===== config.mk =====
export PLATFORM = sky130hd
export DESIGN_NAME = my_uart_rx_flat
export DESIGN_NICKNAME = d
export VERILOG_FILES = /design/src/rtl/my_uart_pkg.sv /design/src/rtl/my_uart_rx_if.sv /design/src/rtl/my_uart_tick_gen.sv /design/src/rtl/my_uart_rx.sv /design/src/flat_wrapper.sv
export SDC_FILE = /design/constraint.sdc
export NUM_CORES = 1
export LEC_CHECK = 0
export BUFFER_PORTS_ARGS = -buffer_cell sky130_fd_sc_hd__buf_4
export CELL_PAD_IN_SITES_DETAIL_PLACEMENT = 1
export CELL_PAD_IN_SITES_GLOBAL_PLACEMENT = 1
export CORE_MARGIN = 2
export CORE_UTILIZATION = 43
export CTS_CLUSTER_SIZE = 24
export DETAILED_ROUTE_END_ITERATION = 6
export PLACE_DENSITY = 0.75
export REMOVE_ABC_BUFFERS = 1
export SYNTH_ARGS = -nofsm -noshare
export SYNTH_HDL_FRONTEND = slang
export SYNTH_SLANG_ARGS = --single-unit

===== constraint.sdc =====
create_clock -name clk -period 1.5 [get_ports clk]
set_input_delay 0.075 -clock clk [delete_from_list [all_inputs] [get_ports clk]]
set_output_delay 0.075 -clock clk [all_outputs]
set_load 0.02 [all_outputs]

===== src/rtl/my_uart_pkg.sv =====
// rtl/my_uart_pkg.sv - shared types and constants for the oversampled UART receiver
package my_uart_pkg;

  typedef enum logic [1:0] {
    IDLE  = 2'd0,
    START = 2'd1,
    DATA  = 2'd2,
    STOP  = 2'd3
  } rx_state_t;

  localparam int          OSR       = 16;
  localparam int          DATA_W    = 8;
  localparam logic [3:0]  SMP0      = 4'd7;
  localparam logic [3:0]  SMP1      = 4'd8;
  localparam logic [3:0]  SMP2      = 4'd9;
  localparam logic [3:0]  BIT_LAST  = 4'd15;
  localparam logic [2:0]  BCNT_LAST = 3'(DATA_W - 1);

  function automatic logic maj3(input logic a, input logic b, input logic c);
    return (a & b) | (a & c) | (b & c);
  endfunction

endpackage


===== src/rtl/my_uart_rx_if.sv =====
// rtl/my_uart_rx_if.sv - serial line plus parallel byte/status bus of the UART receiver
interface my_uart_rx_if;
  import my_uart_pkg::*;

  logic              rs232_rx;
  logic [DATA_W-1:0] rx_data;
  logic              rx_done;
  logic              frame_err;
  logic              rx_busy;

  // master: line driver and byte consumer; slave: the receiver itself
  modport master (
    output rs232_rx,
    input  rx_data,
    input  rx_done,
    input  frame_err,
    input  rx_busy
  );

  modport slave (
    input  rs232_rx,
    output rx_data,
    output rx_done,
    output frame_err,
    output rx_busy
  );

endinterface


===== src/rtl/my_uart_tick_gen.sv =====
// rtl/my_uart_tick_gen.sv - free-running oversample tick divider, one clk pulse every TICK_DIV clocks
module my_uart_tick_gen #(
  parameter int TICK_DIV = 27
) (
  input  logic clk,
  input  logic rst,
  output logic tick
);

  localparam int            CW   = (TICK_DIV > 2) ? $clog2(TICK_DIV) : 1;
  localparam logic [CW-1:0] LAST = CW'(TICK_DIV - 1);

  logic [CW-1:0] cnt;

  // never re-phased to the start edge; start jitter stays within one tick
  always_ff @(posedge clk or posedge rst) begin
    if (rst) begin
      cnt <= '0;
    end else if (cnt == LAST) begin
      cnt <= '0;
    end else begin
      cnt <= cnt + CW'(1);
    end
  end

  assign tick = (cnt == LAST);

endmodule


===== src/rtl/my_uart_rx.sv =====
// rtl/my_uart_rx.sv - 8N1 receiver: 2-FF sync, 16x oversampling, 3-sample majority vote
module my_uart_rx
  import my_uart_pkg::*;
#(
  parameter int TICK_DIV = 27
) (
  input  logic        clk,
  input  logic        rst,
  my_uart_rx_if.slave bus
);

  logic tick;

  my_uart_tick_gen #(.TICK_DIV(TICK_DIV)) u_tick_gen (
    .clk  (clk),
    .rst  (rst),
    .tick (tick)
  );

  logic [1:0] sync_q;
  logic       rx_sync;

  always_ff @(posedge clk or posedge rst) begin
    if (rst) begin
      sync_q <= 2'b11;
    end else begin
      sync_q <= {sync_q[0], bus.rs232_rx};
    end
  end

  assign rx_sync = sync_q[1];

  rx_state_t         state, state_nx;
  logic [3:0]        scnt, scnt_nx;
  logic [2:0]        bcnt, bcnt_nx;
  logic [DATA_W-1:0] shreg, shreg_nx;
  logic [1:0]        smp, smp_nx;
  logic [DATA_W-1:0] data_q, data_nx;
  logic              done_q, done_nx;
  logic              err_q, err_nx;
  logic              maj;
  logic              decide;

  // third sample is the live synchronized line at the decision tick
  assign maj    = maj3(smp[0], smp[1], rx_sync);
  assign decide = (scnt == SMP2);

  always_ff @(posedge clk or posedge rst) begin
    if (rst) begin
      state  <= IDLE;
      scnt   <= '0;
      bcnt   <= '0;
      shreg  <= '0;
      smp    <= '0;
      data_q <= '0;
      done_q <= 1'b0;
      err_q  <= 1'b0;
    end else begin
      state  <= state_nx;
      scnt   <= scnt_nx;
      bcnt   <= bcnt_nx;
      shreg  <= shreg_nx;
      smp    <= smp_nx;
      data_q <= data_nx;
      done_q <= done_nx;
      err_q  <= err_nx;
    end
  end

  always_comb begin
    state_nx = state;
    scnt_nx  = scnt;
    bcnt_nx  = bcnt;
    shreg_nx = shreg;
    smp_nx   = smp;
    data_nx  = data_q;
    done_nx  = 1'b0;
    err_nx   = 1'b0;

    if (tick) begin
      if (state != IDLE) begin
        if (scnt == SMP0) smp_nx[0] = rx_sync;
        if (scnt == SMP1) smp_nx[1] = rx_sync;
      end

      case (state)
        IDLE: begin
          // the detecting tick counts as sample 0 of the start bit
          if (!rx_sync) begin
            state_nx = START;
            scnt_nx  = 4'd1;
          end
        end

        START: begin
          scnt_nx = scnt + 4'd1;
          if (decide && maj) begin
            state_nx = IDLE;
          end else if (scnt == BIT_LAST) begin
            scnt_nx  = 4'd0;
            bcnt_nx  = 3'd0;
            state_nx = DATA;
          end
        end

        DATA: begin
          scnt_nx = scnt + 4'd1;
          if (decide) begin
            shreg_nx = {maj, shreg[DATA_W-1:1]};
          end
          if (scnt == BIT_LAST) begin
            scnt_nx = 4'd0;
            if (bcnt == BCNT_LAST) begin
              state_nx = STOP;
            end else begin
              bcnt_nx = bcnt + 3'd1;
            end
          end
        end

        STOP: begin
          scnt_nx = scnt + 4'd1;
          // leave mid-bit so a start bit right after the stop bit is not missed
          if (decide) begin
            state_nx = IDLE;
            if (maj) begin
              data_nx = shreg;
              done_nx = 1'b1;
            end else begin
              err_nx  = 1'b1;
            end
          end
        end

        default: state_nx = IDLE;
      endcase
    end
  end

  assign bus.rx_data   = data_q;
  assign bus.rx_done   = done_q;
  assign bus.frame_err = err_q;
  assign bus.rx_busy   = (state != IDLE);

endmodule


===== src/flat_wrapper.sv =====
// flat-port wrapper written by rule: the top's interface ports become plain ports
module my_uart_rx_flat import my_uart_pkg::*;
#(
  parameter int TICK_DIV = 27
)
  (clk, rst, bus_rs232_rx, bus_rx_data, bus_rx_done, bus_frame_err, bus_rx_busy);
  my_uart_rx_if bus_i ();
  input  logic clk;
  input  logic rst;
  input wire logic [$bits(bus_i.rs232_rx)-1:0] bus_rs232_rx;
  output wire logic [$bits(bus_i.rx_data)-1:0] bus_rx_data;
  output wire logic [$bits(bus_i.rx_done)-1:0] bus_rx_done;
  output wire logic [$bits(bus_i.frame_err)-1:0] bus_frame_err;
  output wire logic [$bits(bus_i.rx_busy)-1:0] bus_rx_busy;
  assign bus_i.rs232_rx = bus_rs232_rx;
  assign bus_rx_data = bus_i.rx_data;
  assign bus_rx_done = bus_i.rx_done;
  assign bus_frame_err = bus_i.frame_err;
  assign bus_rx_busy = bus_i.rx_busy;
  my_uart_rx #(.TICK_DIV(TICK_DIV)) u_core (.clk(clk), .rst(rst), .bus(bus_i));
endmodule

Word-level counts from Yosys, hierarchy flattened:

Index checks and enable logic that the tools add are counted.

* flip-flop bits (word level): 36
* input port bits: 3
* output and inout port bits: 11
* logic and storage cells: 72

* bitwise operators: 5
* mux-type cells: 25
* eq/ne operators: 17
* add/subtract/negate cells: 3
* reductions and logical operators: 11

Operators with widths (number)
* case mux 4 bit (4 select lines): 1
* equality test 4 bit, second input constant: 3
* 2-to-1 mux 2 bit: 6
* 2-to-1 mux 3 bit: 4
* 2-to-1 mux 4 bit: 3
* AND reduction 6 bit: 2
* AND reduction 3 bit: 3
* 2-to-1 mux 1 bit: 8
* != test 2 x 1 -> 1 bit, second input constant: 4
* case mux 2 bit (4 select lines): 1
* != test 2 bit, second input constant: 3
* case mux 3 bit (2 select lines): 1
* adder 5 x 1 -> 5 bit, second input constant: 1
* equality test 5 bit, second input constant: 1
* 2-to-1 mux 5 bit: 1
* adder 4 x 1 -> 4 bit, second input constant: 1
* equality test 2 bit, second input constant: 2
* equality test 4 x 3 -> 1 bit, second input constant: 1
* AND reduction 4 bit: 1
* nonzero test 2 bit: 2
* adder 3 x 1 -> 3 bit, second input constant: 1
* AND 1 bit: 3
* equality test 3 bit, second input constant: 1
* != test 3 x 1 -> 1 bit, second input constant: 1
* 5 further kinds: 6

Longest topological paths before layout:

Gate-level depths: netlist (run 1).

* depth after elaboration: 7
* mapped depth: 8
* depth with buffers taken out: 6

Hierarchy:

Synthesis (run 1) repeated with hierarchy kept, for this count alone.

* cells, all modules: 142
* area, all modules: 1788.0 µm²

Modules (own cells, without submodules)
* my_uart_rx: times used 1, area each 1517.7 µm², seq. area each 778.2 µm², cells each 117
* my_uart_tick_gen: times used 1, area each 270.3 µm², seq. area each 125.1 µm², cells each 25

Worst setup path after synthesis (run 1):

Ideal clock, no wire load.

* path type: reg-to-reg
* start point: register u_core.u_tick_gen.cnt[0]
* end point: register u_core.shreg[0]
* arrival: 1.513 ns
* path slack: -0.138 ns
* required time: 1.375 ns
* period minus slack after synthesis: 1.638 ns
* stages on the path, launching flop included: 6
* library setup time: 0.125 ns
* path buffers: 0
* path through: dfrtp_1 > inv_1 > ha_1 > nand4b_4 > nor3_4 > mux2_2

* longest elaborated chain between the ends: 2

Ends and longest elaborated chain
* start: declaration: RTL line my_uart_tick_gen.sv:13 `logic [CW-1:0] cnt;`
* start signal: assignment: RTL line my_uart_tick_gen.sv:22 `cnt <= cnt + CW'(1);`
* equality test 5 bit: RTL line my_uart_tick_gen.sv:26 `assign tick = (cnt == LAST);`
* AND reduction 3 bit (no source line)
* end signal: assignment: RTL line my_uart_rx.sv:62 `shreg <= shreg_nx;`
* end: declaration: RTL line my_uart_rx.sv:36 `logic [DATA_W-1:0] shreg, shreg_nx;`

No other way between the ends.
A chain may end at the register's enable or synchronous reset.

Worst setup path in the final report (run 1):

* start point: register u_core.bcnt[1]
* end point: register u_core.bcnt[0]

* longest elaborated chain between the ends: 3

Ends and longest elaborated chain
* start: declaration: RTL line my_uart_rx.sv:35 `logic [2:0] bcnt, bcnt_nx;`
* start signal: assignment: RTL line my_uart_rx.sv:61 `bcnt <= bcnt_nx;`
* equality test 3 bit: RTL line my_uart_rx.sv:113 `if (bcnt == BCNT_LAST) begin`
* != test 2 bit (no source line)
* AND reduction 6 bit (no source line)

No other way between the ends.

==> reports/results.ini, run 1 <==
[pwr]
reported_leakage_power_nw=1.202
vdd_ir_drop_max_mv=0.6493
p_seq_frac=0.559
p_int_w=0.001371
power_frac_clock=0.411
power.density_cell_area_nw_per_um2=738.1
switching_share=0.2184
p_sw_w=0.0003832
power.share.combinational=0.030

[timing]
finalHoldViolations=0
setup_viol_count_final=20
slew-limit-headroom=0.6996
worst_slew_pin_slew_ps=450.5
finalCriticalPeriod_ps=1657
drv_slew=0
max_freq_mhz=603.4
post-route-period-util=1.105
fin_ws_ps=-157.2
fin_worst_skew_ps=8.514
rsz0062_at_grt=true

[floorplanning]
rows=22
die_y_um=67.19
die_width_um=67.19
pin_count=14
initial_utilization=0.4586
floorplan.die_area_um2=4514
core-area_um2=3744

[worst_setup_path]
data_arrival_time_of_the_worst_path_ps=1840
cp-end-kind=flop
critPathKind=flop to flop
worst_path_largest_cell_delay_ps=400
critPathBufInv=0
worst_r2r_startpoint=u_core.bcnt[1]
timing.critical_path.max_delay_family=multiplexers
critPathMaxFanout=3
startpoint_type=flop
critical_path.cell_chain=ha_2, ha_2, nand2b_4, mux2i_1, nand3_2, mux2_4
cpMostUsedCell=ha_2
slowest_stage=dfrtp_1
setup.worst_path.start=u_core.bcnt[1]
worst_ep_required_time_ps=1680

[min_path]
timing.hold.worst.start=u_core.sync_q[0]
worst_hold_path_class=flop to flop

[cells_and_area]
antennaDiodeCount=0
final_nets=197
layout_commonest_cell=buf_4
layout.cells.non_filler=236
layout-drive-gt1-share=0.5585
synth_to_final_area_change_pct=38.48
final_design_area_no_fill_um2=2377
layout_common_cells=buf_4, dfrtp_1, mux2_4, mux2_2, nor2_1

[logic_synthesis]
yosys.area_share.simple=0.1480
synth_compound_gate_area_share=0.06414
largest_family_of_logic_cells_by_synthesized_area=multiplexers
synth.cell_area_um2=1717
xor_xnor_cell_area_share_of_the_yosys_netlist=0.01020
yosys_register_bits=36
yosysWarningCount=0
synth-seq-area-share=0.5262
yosysUniqueCellTypes=36
post_synth_mux_area_share=0.1560
synth_fa_ha_area_frac=0.05685
postSynthCellCount=137
synthesis.area_per_instance_um2=12.53

[cts]
cts_sink_cnt=36
post_cts_clock_slew_at_the_launch_and_capture_registers_of_the_worst_setup_and_hold_paths_ps=70
tritoncts=built
clockRootBuffer=clkbuf_8
cts_max_level=2
cts_made_buffers=5
clock_path_buffers=2
worst_skew_pair_latency_ps=290

[run]
maxCapViolCount=0

[placed_design]
port_buffers=13
postPlaceCellArea_um2=2027
globalplace.congestion=0.8249
pre_cts_ws_ps=-233.0
hpwlAfterDp_um=2781
post-place-cells=216

[grt]
globalRouteOverflowTotal=0
grt_pass1_vias=1312
grt_pass1_wl_um=6472
grt_max_degree=37
grt_antenna_before_repair=0
grt_use_total=0.1998

[drt]
drt_drc_violations_left=0
drt_wl_cell_um=18.06
drtIter0Drc=19
detailroute.via_count=1241
first_pass_iters=4
drtAntennaViolNets=0
drt_wl_total_um=4261
route.detailed.vias_per_inst=5.258

[status]
failed_checks=setup timing
outcome=complete, but fails checks

==> metrics by stage <==
step | util | total power [W] | setup TNS (ps) | hold WS [ps]
3_5_place_dp | 0.5414 | 0.001041 | -4959 | 188.1
4_1_cts | 0.6103 | 0.001772 | -1961 | 360.6
5_1_grt | 0.6350 | 0.001826 | -3674 | 365.0
6_report | 0.6350 | 0.001755 | -2196 | 353.2
3_3_place_gp | 0.5414 | 0.001039 | -2916 | 184.0
2_1_floorplan | - | 0.001019 | -2488 | 79.48
==> area by class of cell <==
type                            instances  area [um2]
Timing Repair Buffer                   47       381.6
Tap cell                               48       60.06
Clock buffer                            7       86.33
Inverter                                9       33.78
Clock inverter                          1       7.507
Multi-Input combinational cell         88       902.1
Sequential cell                        36       905.9
Fill cell                             389        1366
==> final timing paths <==
kind / to / slack [ps] / cells after the start
worst max register to register: u_core.bcnt[0] / -160 / 6
worst min register to register: u_core.sync_q[1] / 350 / 0
min in group asynchronous: u_core.shreg[5] / 470 / 4
worst max-delay path: u_core.bcnt[0] / -160 / 6
max in group asynchronous: u_core.sync_q[0] / 690 / 4
worst min-delay path: u_core.sync_q[1] / 350 / 0
==> cells by family after synthesis <==
group,Yosys count
and+or+nand+nor,37
DFF,36
muxes,24
AOI/OAI and AO/OA,16
buffers and inverters,14
adders and majority gates,8
xor gates and xnor gates,2
==> cell usage after synthesis (all sizes together) <==
| cell | number | area (um2) |
|---|---|---|
| nor4 | 2 | 12.51 |
| o21ai | 5 | 25.02 |
| mux2 | 22 | 247.7 |
| o311ai | 1 | 8.760 |
| xnor2 | 1 | 8.760 |
| ha | 7 | 87.58 |
| a32o | 1 | 10.01 |
| a31oi | 2 | 12.51 |
| a22oi | 1 | 7.510 |
| nand4b | 2 | 47.55 |
| and3 | 4 | 25.02 |
| dfstp | 2 | 52.55 |
| nand2b | 1 | 6.260 |
| a311o | 1 | 10.01 |
| inv | 9 | 33.78 |
| nand2 | 7 | 33.78 |
| and4b | 2 | 20.02 |
| maj3 | 1 | 10.01 |
| dfrtp | 34 | 850.8 |
| clkbuf | 1 | 3.750 |
| nor3 | 3 | 37.53 |
| nand4 | 1 | 6.260 |
| mux2i | 2 | 20.02 |
| xor2 | 1 | 8.760 |
| nand3 | 4 | 20.02 |
| a22o | 2 | 17.52 |
| nor2 | 10 | 37.54 |
| buf | 4 | 28.78 |
| a21oi | 2 | 10.01 |
| o2bb2ai | 1 | 8.760 |
| nor3b | 1 | 7.510 |
==> layer usage <==
layer | vias to the layer above | GRT usage | wire (um)
li1 | 584 | - | -
met1 | 639 | 0.2470 | 1783
met2 | 14 | 0.3441 | 2330
met3 | 4 | 0.05500 | 104
met4 | 0 | 0.05357 | 42
met5 | - | 0 | 0
==> sequential cells by signal, indices dropped and copies added (netlist names), 2 cells and up, named ones only <==
register	flops
u_core.scnt	4
u_core.u_tick_gen.cnt	5
u_core.bus.rx_data	8
u_core.bcnt	3
u_core.shreg	8
u_core.sync_q	2
u_core.smp	2
==> power by group through the flow <==
stage	combinational, W	clock (W)	sequential [W]
final	0.0000525	0.000721	0.000982
after global placement	0.0000415	0	0.000997
after global routing	0.0000589	0.000785	0.000981
after floorplan	0.0000208	0	0.000998
after detailed placement	0.0000430	0	0.000998
after CTS	0.0000508	0.000741	0.000981
==> repair_timing <==
action / CTS / global route
setup buffers: 4 / 6
pin swaps: 8 / 5
setup endpoints to repair: 27 / 27
cloned: 0 / 1
resized for setup: 28 / 17
hold buffers: 2 / 0
hold endpoints to repair: 35 / 0
Power figures use the tool's default switching activity.
==> run 2: changes to the inputs <==
--- a/config.mk
+++ b/config.mk
@@ -16,4 +16,5 @@
 export REMOVE_ABC_BUFFERS = 1
 export SYNTH_ARGS = -nofsm -noshare
 export SYNTH_HDL_FRONTEND = slang
+export SYNTH_HIERARCHICAL = 1
 export SYNTH_SLANG_ARGS = --single-unit
==> reports/results.ini, run 2 <==
[placed_design]
postPlaceCellArea_um2=2076
globalplace.congestion=0.8011
port_buffers=13
hpwlAfterDp_um=2988
pre_cts_ws_ps=-354.1

[timing]
drv_slew=0
fin_ws_ps=-347.0
setup_tns_ps=-6870
fin_worst_skew_ps=2.463
finalHoldViolations=0
setup_viol_count_final=29
slew-limit-headroom=0.6755
timing.hold.ws_ps=274.3
finalCriticalPeriod_ps=1847
max_freq_mhz=541.4
worst_slew_pin_slew_ps=486.2
rsz0062_at_grt=true
post-route-period-util=1.231

[grt]
grt.met3_usage=0.03947
grt_antenna_before_repair=0
groute.layer.met1.usage=0.2331
grt_pass1_vias=1429
grt_pass1_wl_um=6844
grt_use_total=0.2027
globalRouteOverflowTotal=0
grt_max_degree=22
grt_util_met2=0.3738
global_route.peak_usage_layer=met2

[run]
maxCapViolCount=0

[worst_setup_path]
worst_r2r_startpoint=u_core/u_tick_gen/cnt[0]
critical_path.cell_chain=inv_1, ha_2, and4b_1, and4b_4, and3_4, mux2_4
ff2ff_setup_slack_ps=-350
cp-end-kind=flop
critPathMaxFanout=8
data_arrival_time_of_the_worst_path_ps=2010
r2r-end=u_core/shreg[2]
critPathKind=flop to flop
startpoint_type=flop
ff2ff_path_depth=6
worst_ep_required_time_ps=1670
slowest_stage=dfrtp_1
worst_path_largest_cell_delay_ps=390

[logic_synthesis]
post-synth-top-area-cell=dfrtp_1
post-synth-top-area-fraction=0.4759
synth_enable_flop_cells=0
postSynth.asyncResetShare=1.000
synthTopCellsByArea=dfrtp_1, mux2_4, mux2_2, ha_1, dfstp_2
synthesis.area_per_instance_um2=12.59
synth-main-ff-cell=dfrtp_1
synth-seq-area-share=0.5052
postSynthCellCount=142
synthMostInstantiatedCell=dfrtp_1
yosysUniqueCellTypes=48
synth.cell_area_um2=1788
synth_common_cells=dfrtp_1, inv_1, mux2_2, o21ai_0, mux2_4
yosysWarningCount=6
yosys_register_bits=36

[status]
failed_checks=setup timing
outcome=complete, but fails checks

[floorplanning]
initial_utilization=0.4470
floorplan.die_area_um2=4690
core-area_um2=4000
rows=23
pin_count=14
die_width_um=68.49
die_y_um=68.49

[drt]
drtAntennaViolNets=0
detailroute.via_count=1296
first_pass_iters=4
drtIter0Drc=54
route.detailed.vias_per_inst=5.445
drt_drc_violations_left=0
drt_wl_total_um=4288
drt_wl_cell_um=18.02

[cells_and_area]
final_nets=198
final_design_area_no_fill_um2=2318
layout_common_cells=buf_4, dfrtp_1, inv_1, mux2_2, mux2_4
layout_commonest_cell=buf_4
layout-drive-gt1-share=0.4521
antennaDiodeCount=0
synth_to_final_area_change_pct=29.67
final_core_util=0.5796

[cts]
tritoncts=built
cts_made_buffers=5
cts_max_level=2
post_cts_clock_slew_at_the_launch_and_capture_registers_of_the_worst_setup_and_hold_paths_ps=70
cts_sink_cnt=36
worst_skew_pair_latency_ps=280
clockRootBuffer=clkbuf_8
clock_path_buffers=2

[pwr]
reported_leakage_power_nw=1.148
vdd_ir_drop_max_mv=0.3816
power.density_cell_area_nw_per_um2=773.2

[min_path]
worst_hold_path_class=input pin to async pin

run 2: changes by cell type in the layout (fill, tap and decap cells not counted), sizes merged, moves of 2 or more:
cell   delta
nand2     -5
inv       +2
nand3     -3
a32oi     +2
nor4      -2
o21ai     +5
o211a     +2
nor2b     +2
and4      +2
nor2      -7
buf       -2
mux2      -4
nand4     +3
run 2: timing repair:
action	in CTS	in global routing
setup endpoints to repair	29	29
hold buffers	2	0
endpoints found under the hold margin	14	0
gates resized for setup	17	8
pin swaps	9	6
setup buffers	4	6
run 2: logic make-up after synthesis:
family,count (synthesis),synth area share
fa+ha+maj,8,0.05458
flops,36,0.5053
mux,19,0.1358
buf+inv,17,0.05108
simple gates,33,0.1344
compound gates,29,0.1190
run 2: layer usage:
| metal | share of wire | vias up |
|---|---|---|
| met1 | 0.41 | 666 |
| li1 | - | 610 |
| met3 | 0.021 | 5 |
| met5 | 0 | - |
| met4 | 0.0077 | 0 |
| met2 | 0.56 | 15 |
run 2: area by class of cell:
class / instances / area, um2
Fill cell: 421 / 1682
Sequential cell: 36 / 903.4
Multi-Input combinational cell: 89 / 848.3
Timing Repair Buffer: 45 / 366.6
Clock buffer: 7 / 96.34
Tap cell: 50 / 62.56
Inverter: 11 / 41.29
run 2: per-stage QoR:
stage	total power, W	cells
after floorplan	0.001034	136
after global placement	0.001069	221
after detailed placement	0.001071	221
after CTS	0.001821	234
after global routing	0.001850	238
final	0.001793	238
run 2: critical path: cells and delay by family (launching register included):
family	cells	cell delay, ps
mux	1	320
simple gates	3	790
flops	1	390
buf+inv	1	60
fa+ha+maj	1	170
run 2: how the worst max path moves through the flow:
stage	endpoint	slack [ps]	start
6_report	u_core/shreg[2]	-350	u_core/u_tick_gen/cnt[0]
4_1_cts	u_core/shreg[0]	-330	u_core/u_tick_gen/cnt[0]
2_1_floorplan	u_core/shreg[0]	-540	u_core/u_tick_gen/cnt[0]
5_1_grt	u_core/shreg[2]	-400	u_core/u_tick_gen/cnt[0]
3_3_place_gp	u_core/smp[0]	-290	u_core/u_tick_gen/cnt[0]
3_5_place_dp	u_core/scnt[3]	-350	u_core/u_tick_gen/cnt[0]
run 2: power breakdown:
part	leakage, nW	switching [W]	internal [W]
Sequential	0.477	0.00000517	0.000978
Clock	0.0503	0.000325	0.000409
Combinational	0.621	0.0000460	0.0000291
Total	1.15	0.000376	0.00142
==> run 3: changes to the inputs <==
--- a/config.mk
+++ b/config.mk
@@ -12,8 +12,9 @@
 export CORE_UTILIZATION = 43
 export CTS_CLUSTER_SIZE = 24
 export DETAILED_ROUTE_END_ITERATION = 6
-export PLACE_DENSITY = 0.75
+export PLACE_DENSITY_LB_ADDON = 0.25
 export REMOVE_ABC_BUFFERS = 1
+export SETUP_SLACK_MARGIN = 0.3
 export SYNTH_ARGS = -nofsm -noshare
 export SYNTH_HDL_FRONTEND = slang
 export SYNTH_HIERARCHICAL = 1
==> reports/results.ini, run 3 (synthesis gave the netlist of run 2 again) <==
[pwr]
power.share.combinational=0.045
vdd_ir_drop_max_mv=0.6556
power.density_cell_area_nw_per_um2=761.9
power_frac_clock=0.448
reported_leakage_power_nw=1.242
p_sw_w=0.0004363
p_seq_frac=0.507
switching_share=0.2248
p_total_w=0.001941
p_int_w=0.001505

[placed_design]
postPlaceCellArea_um2=2093
port_buffers=13
hpwlAfterDp_um=2872
post-place-cells=225
globalplace.congestion=0.7903

[grt]
grt_antenna_before_repair=0
grt_max_degree=32
grt_pass1_wl_um=8514
globalRouteOverflowTotal=0
grt_use_total=0.2645
grt_pass1_vias=1597

[cells_and_area]
final_nets=212
register_area_um2=904.6
final_design_area_no_fill_um2=2547
fillCellCount=406
layout_commonest_cell=buf_4
layout_common_cells=buf_4, dfrtp_1, buf_6, inv_1
final_core_util=0.6368
layout.cells.non_filler=253
antennaDiodeCount=0
layout-drive-gt1-share=0.5567
synth_to_final_area_change_pct=42.48
multi_input_comb_area_um2=933.4

[drt]
drt_wl_total_um=5422
drt_drc_violations_left=0
drt_wl_cell_um=21.43
drtIter0Drc=42
drtAntennaViolNets=0
first_pass_iters=4
route.detailed.vias_per_inst=5.553
detailroute.via_count=1405

[timing]
post-route-period-util=1.318
rsz0062_at_grt=true
drv_slew=0
max_freq_mhz=505.9
slew-limit-headroom=0.7271
fin_ws_ps=-476.7
worst_slew_pin_slew_ps=409.4
finalCriticalPeriod_ps=1977
setup_viol_count_final=31
finalHoldViolations=0
fin_worst_skew_ps=13.88

[floorplanning]
rows=23
pin_count=14
core-area_um2=4000
floorplan.die_area_um2=4690
initial_utilization=0.4470
die_y_um=68.49
die_width_um=68.49

[status]
outcome=complete, but fails checks
failed_checks=setup timing

[cts]
clock_path_buffers=2
tritoncts=built
cts_made_buffers=5
cts_sink_cnt=36
cts_max_level=2
post_cts_clock_slew_at_the_launch_and_capture_registers_of_the_worst_setup_and_hold_paths_ps=80
worst_skew_pair_latency_ps=300
clockRootBuffer=clkbuf_8

[worst_setup_path]
critical_path.cell_chain=inv_1, ha_2, and4b_2, and4b_4, and3_4, mux2_4
critPathKind=flop to flop
worst_ep_required_time_ps=1690
worst_path_largest_cell_delay_ps=400
critPathBufInv=1
startpoint_type=flop
cp-end-kind=flop
slowest_stage=dfrtp_1
timing.critical_path.max_delay_family=simple AND/OR/NAND/NOR gates
data_arrival_time_of_the_worst_path_ps=2160
critPathMaxFanout=8

[run]
maxCapViolCount=0

[min_path]
worst_hold_path_class=input pin to async pin

## run 3: power by group through the flow
stage / combinational, W / sequential, W / clock [W]
6_report: 0.0000867 / 0.000984 / 0.000870
5_1_grt: 0.0000951 / 0.000984 / 0.000915
4_1_cts: 0.0000836 / 0.000983 / 0.000867
3_5_place_dp: 0.0000659 / 0.00100 / 0
3_3_place_gp: 0.0000636 / 0.00100 / 0
2_1_floorplan: 0.0000300 / 0.00100 / 0
## run 3: cell type report
class / instances / share of cell area
multi-input combinational: 90 / 0.3664
sequential: 36 / 0.3551
timing repair buffer: 58 / 0.1955
clock buffer: 6 / 0.02849
tap: 50 / 0.02456
inverter: 11 / 0.01621
clock inverter: 2 / 0.01375
## run 3: per-layer routing
layer,routed length (um),GRT usage
met3,129,0.05099
met4,172,0.1700
met2,2859,0.4483
met5,0,0
met1,2261,0.3022
## run 3: timing repair
action,CTS,global route
pin swaps,18,10
gates resized for setup,45,8
endpoints found under the hold margin,35,0
hold buffers,2,0
buffers inserted,16,1
gates cloned,1,0
endpoints found under the setup margin,34,35
## run 3: path summary, 6_finish.rpt
kind                       slack (ps)                       end                     start  depth (start not counted)
setup / recovery                 -480           u_core/shreg[3]  u_core/u_tick_gen/cnt[0]                          6
hold / removal                    240  u_core/u_tick_gen/cnt[3]                       rst                          3
setup reg to reg                 -480           u_core/shreg[3]  u_core/u_tick_gen/cnt[0]                          6
hold reg to reg                   360          u_core/sync_q[1]          u_core/sync_q[0]                          0
max in group asynchronous         730          u_core/sync_q[0]                       rst                          4
min in group clk                  360          u_core/sync_q[1]          u_core/sync_q[0]                          0
## run 3: through the flow
stage               setup TNS, ps  hold slack (ps)  worst slack, ps
finish                     -11520            239.7           -476.7
global route               -12690            266.2           -490.2
CTS                         -8914            232.9           -387.1
detailed placement          -9021          -0.8507           -448.3
global placement            -6218           -8.731           -341.1
floorplan                   -9439           -146.5           -540.2
## run 3: worst min-delay path, cell delays in order
cell and delay (ps):
dlygate4sd3_1 530, buf_4 140, inv_1 160
